<file path="src/rtl/cpu_ctrl_pkg.sv">
// rtl/cpu_ctrl_pkg.sv - shared opcode, ALU, PC-source and control-state definitions
package cpu_ctrl_pkg;

  localparam logic [3:0] OP_NOP  = 4'h0;
  localparam logic [3:0] OP_ADD  = 4'h1;
  localparam logic [3:0] OP_SUB  = 4'h2;
  localparam logic [3:0] OP_ADDI = 4'h3;
  localparam logic [3:0] OP_LW   = 4'h4;
  localparam logic [3:0] OP_SW   = 4'h5;
  localparam logic [3:0] OP_BEQ  = 4'h6;
  localparam logic [3:0] OP_J    = 4'h7;
  localparam logic [3:0] OP_HALT = 4'hF;

  localparam logic [2:0] ALU_ADD = 3'b001;
  localparam logic [2:0] ALU_SUB = 3'b010;

  localparam logic [1:0] PC_SEQ    = 2'b00;
  localparam logic [1:0] PC_BRANCH = 2'b01;
  localparam logic [1:0] PC_JUMP   = 2'b10;

  typedef enum logic [2:0] {
    S_IDLE,
    S_FETCH,
    S_DECODE,
    S_EXEC,
    S_MEM,
    S_WB,
    S_HALT
  } state_t;

  function automatic logic op_is_legal(input logic [3:0] op);
    return (op <= OP_J) || (op == OP_HALT);
  endfunction

endpackage

</file>
<file path="src/rtl/multicycle_ctrl.sv">
// rtl/multicycle_ctrl.sv - multi-cycle control FSM driving the ALU, datapath muxes and data memory
module multicycle_ctrl
  import cpu_ctrl_pkg::*;
#(
  parameter int MEM_TIMEOUT = 15
) (
  input  logic       clk,
  input  logic       reset,
  input  logic [3:0] opcode,
  input  logic       zero,
  input  logic       dmem_ready,
  output logic       ir_write,
  output logic       pc_write,
  output logic [1:0] pc_src,
  output logic [2:0] alu_control,
  output logic       alu_src_b,
  output logic       reg_write,
  output logic       mem_to_reg,
  output logic       dmem_read,
  output logic       dmem_write,
  output logic       halted,
  output logic       fault
);

  localparam logic [7:0] WAIT_LAST = 8'(MEM_TIMEOUT - 1);

  state_t     state;
  state_t     state_next;
  logic [3:0] op;
  logic [7:0] wait_cnt;
  logic       fault_r;
  logic       fault_set;

  always_ff @(posedge clk) begin
    if (reset) begin
      state    <= S_IDLE;
      op       <= OP_NOP;
      wait_cnt <= '0;
      fault_r  <= 1'b0;
    end else begin
      state <= state_next;
      if (state == S_DECODE) op <= opcode;
      // Held at zero outside MEM so every MEM visit starts a fresh count.
      if (state != S_MEM) wait_cnt <= '0;
      else if (!dmem_ready) wait_cnt <= wait_cnt + 8'd1;
      if (fault_set) fault_r <= 1'b1;
    end
  end

  always_comb begin
    state_next  = state;
    fault_set   = 1'b0;
    ir_write    = 1'b0;
    pc_write    = 1'b0;
    pc_src      = PC_SEQ;
    alu_control = ALU_ADD;
    alu_src_b   = 1'b0;
    reg_write   = 1'b0;
    mem_to_reg  = 1'b0;
    dmem_read   = 1'b0;
    dmem_write  = 1'b0;
    halted      = 1'b0;

    case (state)
      S_IDLE: state_next = S_FETCH;

      S_FETCH: begin
        ir_write   = 1'b1;
        state_next = S_DECODE;
      end

      S_DECODE: begin
        if (!op_is_legal(opcode)) begin
          state_next = S_HALT;
          fault_set  = 1'b1;
        end else if (opcode == OP_HALT) begin
          state_next = S_HALT;
        end else begin
          state_next = S_EXEC;
        end
      end

      S_EXEC: begin
        case (op)
          OP_ADD, OP_ADDI: begin
            alu_src_b  = (op == OP_ADDI);
            state_next = S_WB;
          end
          OP_SUB: begin
            alu_control = ALU_SUB;
            state_next  = S_WB;
          end
          OP_LW, OP_SW: begin
            alu_src_b  = 1'b1;
            state_next = S_MEM;
          end
          OP_BEQ: begin
            alu_control = ALU_SUB;
            pc_write    = 1'b1;
            pc_src      = zero ? PC_BRANCH : PC_SEQ;
            state_next  = S_FETCH;
          end
          OP_J: begin
            pc_write   = 1'b1;
            pc_src     = PC_JUMP;
            state_next = S_FETCH;
          end
          default: begin
            pc_write   = 1'b1;
            state_next = S_FETCH;
          end
        endcase
      end

      S_MEM: begin
        alu_src_b  = 1'b1;
        dmem_read  = (op == OP_LW);
        dmem_write = (op == OP_SW);
        // Ready wins over timeout when both land in the same cycle.
        if (dmem_ready) begin
          if (op == OP_LW) begin
            state_next = S_WB;
          end else begin
            pc_write   = 1'b1;
            state_next = S_FETCH;
          end
        end else if (wait_cnt == WAIT_LAST) begin
          state_next = S_HALT;
          fault_set  = 1'b1;
        end
      end

      S_WB: begin
        alu_control = (op == OP_SUB) ? ALU_SUB : ALU_ADD;
        alu_src_b   = (op == OP_ADDI) || (op == OP_LW);
        reg_write   = 1'b1;
        mem_to_reg  = (op == OP_LW);
        pc_write    = 1'b1;
        state_next  = S_FETCH;
      end

      S_HALT: halted = 1'b1;

      default: state_next = S_IDLE;
    endcase
  end

  assign fault = fault_r;

endmodule

</file>
<file path="config.mk">
export PLATFORM = sky130hd
export DESIGN_NAME = multicycle_ctrl
export DESIGN_NICKNAME = d
export VERILOG_FILES = /design/src/rtl/cpu_ctrl_pkg.sv /design/src/rtl/multicycle_ctrl.sv
export SDC_FILE = /design/constraint.sdc
export NUM_CORES = 1
export LEC_CHECK = 0
export BUFFER_PORTS_ARGS = -buffer_cell sky130_fd_sc_hd__buf_2
export CAP_MARGIN = 20
export CORE_ASPECT_RATIO = 0.9
export CORE_MARGIN = 5
export CORE_UTILIZATION = 45
export DETAILED_ROUTE_END_ITERATION = 12
export GPL_TIMING_DRIVEN = 0
export PLACE_DENSITY = 0.7
export SLEW_MARGIN = 20
export SYNTH_ARGS = -nofsm -noshare
export SYNTH_HDL_FRONTEND = slang
export SYNTH_SLANG_ARGS = --single-unit
</file>
<file path="constraint.sdc">
create_clock -name clk -period 2.84 [get_ports clk]
set_input_delay 0.284 -clock clk [delete_from_list [all_inputs] [get_ports clk]]
set_output_delay 0.284 -clock clk [all_outputs]
set_load 0.1 [all_outputs]
</file>
==> reports/metrics.yaml <==
dr.pass1.iters: 4
cp-end-kind: "output port"
drc: 0
dpl_cell_area_mm2: 0.00113
yosys.area.top_type_share_pct: 32.8
synth_commonest_cells: "nor2_1, dfxtp_1, a21oi_1"
insertion_delay_ns: 0.28
synthFlopType: "dfxtp_1"
setup_violations: 0
ctsResizeCount: 0
yosys_register_bits: 16
vias_per_cell: 5.51
fin_util_pct: 54.8
syn_area_um2: 977
grt_pass1_wl_um: 3560
die_x_um: 59.1
slew_violations: 0
crit_type: "reg -> out"
fin_total_pwr_mw: 0.577
synth_fp_nets: 128
antenna_left: 0
leakagePower_nw: 0.454
routedWlPerCell_um: 13.0
required_ns: 2.56
avgSynthCellArea_um2: 8.28
ys_seq_area_share_pct: 32.8
grt_pass1_vias: 794
synth.area.top_cells: "dfxtp_1, nor2_1, a21oi_1"
status: "finished, final reports clean"
cts_setup_buffers: 0
worstPathArrival_ns: 1.86
final.min_clock_period_ns: 2.14
syn2layout_area_growth_pct: 19.1
rsz0062_at_grt: "false"
dp_hpwl_um: 1610
finalHoldViolCount: 0
h-tree-depth: 1
fmax_mhz: 467
start_util_pct: 46.0
coreArea_mm2: 0.00212
rows: 16
via_count: 925
drt_iter0_drc: 35
numCtsBuffers: 3
num-nets-final: 152
cap_violations: 0
cts_root_buf: "clkbuf_4"
diodes: 0
hp-class: "in -> reg"
drive_gt1_share_pct: 27.0
cellPowerDensity_mw_per_mm2: 496
finalCritPeriodShare_pct: 75.4
crit_fanout: 9
grt_usage_pct: 14.7
postLayoutCellArea_mm2: 0.00116
crit_path_start_kind: "flop"
routed_wl_um: 2180
antenna_found_initial: 0
clk_pin_slew_worst_paths_ns: 0.09
holdBufCountCts: 0
die_area_mm2: 0.00320
synth_cells: 118
fin_skew_ns: 0.00166
overflow: 0
grt_max_degree: 11
cts_tree: "built"
numClockSinks: 16
gp_congestion: 0.836
dp_cells: 164
async_reset_ff_share_pct: 0
stdcell_count: 168
yosys.area.top_type: "dfxtp_1"
synth_edf_count: 0
ios: 22
dieHeight_um: 54.2
clock_path_buffers: 2
yosysUniqueCellTypes: 42
fill_cells: 219
io_buffers: 19
synth_most_common_cell: "nor2_1"
peakVddDrop_mv: 0.248
synth_warnings: 0
-- metal layers --
metal  GRT usage (%)  share of wire, %  wire (um)  vias to the layer above
met1            18.0                44        951                      423
met4            6.79               1.2         27                        0
met3            3.07               7.5        163                        4
li1                -                 -          -                      469
met2            25.0                48       1040                       29
met5               0                 0          0                        -
-- cell usage in the layout (no fill, tap or decap), types with 2 or more instances in the layout --
cell type  instances
o21ai_0            5
nand4b_1           3
nor3b_2            3
nand3b_1           2
or3_1              4
buf_4              4
inv_1              4
nor3_1             3
xor2_1             3
a31oi_1            2
mux2i_1            4
clkbuf_4           3
buf_2             21
a21oi_1            9
nor2_1            18
ha_1               2
nand2_1            5
dfxtp_1           16
nand2b_1           3
-- power by group --
part	internal (mW)	switching, mW	leakage [nW]
Sequential	0.235	0.0118	0.130
Combinational	0.0537	0.129	0.303
Clock	0.0780	0.0695	0.0210
Total	0.367	0.210	0.454
-- kinds of logic (layout without fill, tap and decap cells) --
group / after synthesis / after routing / share of synthesized area [%]
compound gates: 26 / 26 / 17.2
xor+xnor: 4 / 4 / 3.59
fa+ha+maj: 2 / 2 / 2.56
buf+inv: 12 / 35 / 7.17
flops: 16 / 16 / 32.8
mux: 4 / 4 / 4.10
other cells: 1 / 1 / 0.384
simple gates: 53 / 53 / 32.3
-- area by class of cell --
class                           instances  area, um2  share of cell area, %
Buffer                                  8       55.1                   4.73
Clock buffer                            4       36.3                   3.12
Inverter                                4       15.0                   1.29
Multi-Input combinational cell         90        608                   52.3
Sequential cell                        16        320                   27.5
Tap cell                               27       33.8                   2.90
Timing Repair Buffer                   19       95.1                   8.17
-- per-stage QoR --
stage	hold slack, ns	TNS (ns)	setup slack [ns]
floorplan	0.431	-0.442	-0.221
global placement	0.477	0	1.03
detailed placement	0.492	0	1.01
CTS	0.227	0	0.685
global route	0.220	0	0.567
finish	0.233	0	0.700
-- critical path: stages, from the launching register on --
cell	delay, ns
dfxtp_1	0.48
or4b_4	0.54
nor2_1	0.12
buf_2	0.43
-- path summary, 6_finish.rpt --
path | from | end | slack, ns | cells past startpoint
worst min register to register | wait_cnt[7] | wait_cnt[7] | 0.52 | 2
worst max-delay path | op[2] | dmem_read | 0.70 | 3
worst min-delay path | reset | fault | 0.23 | 2
worst max register to register | op[2] | state[2] | 1.29 | 3
-- flip-flops by register name (all words and copies together) (netlist names) --
register	count
op	4
wait_cnt	8
state	3
fault	1
(Power assumes the default switching activity.)
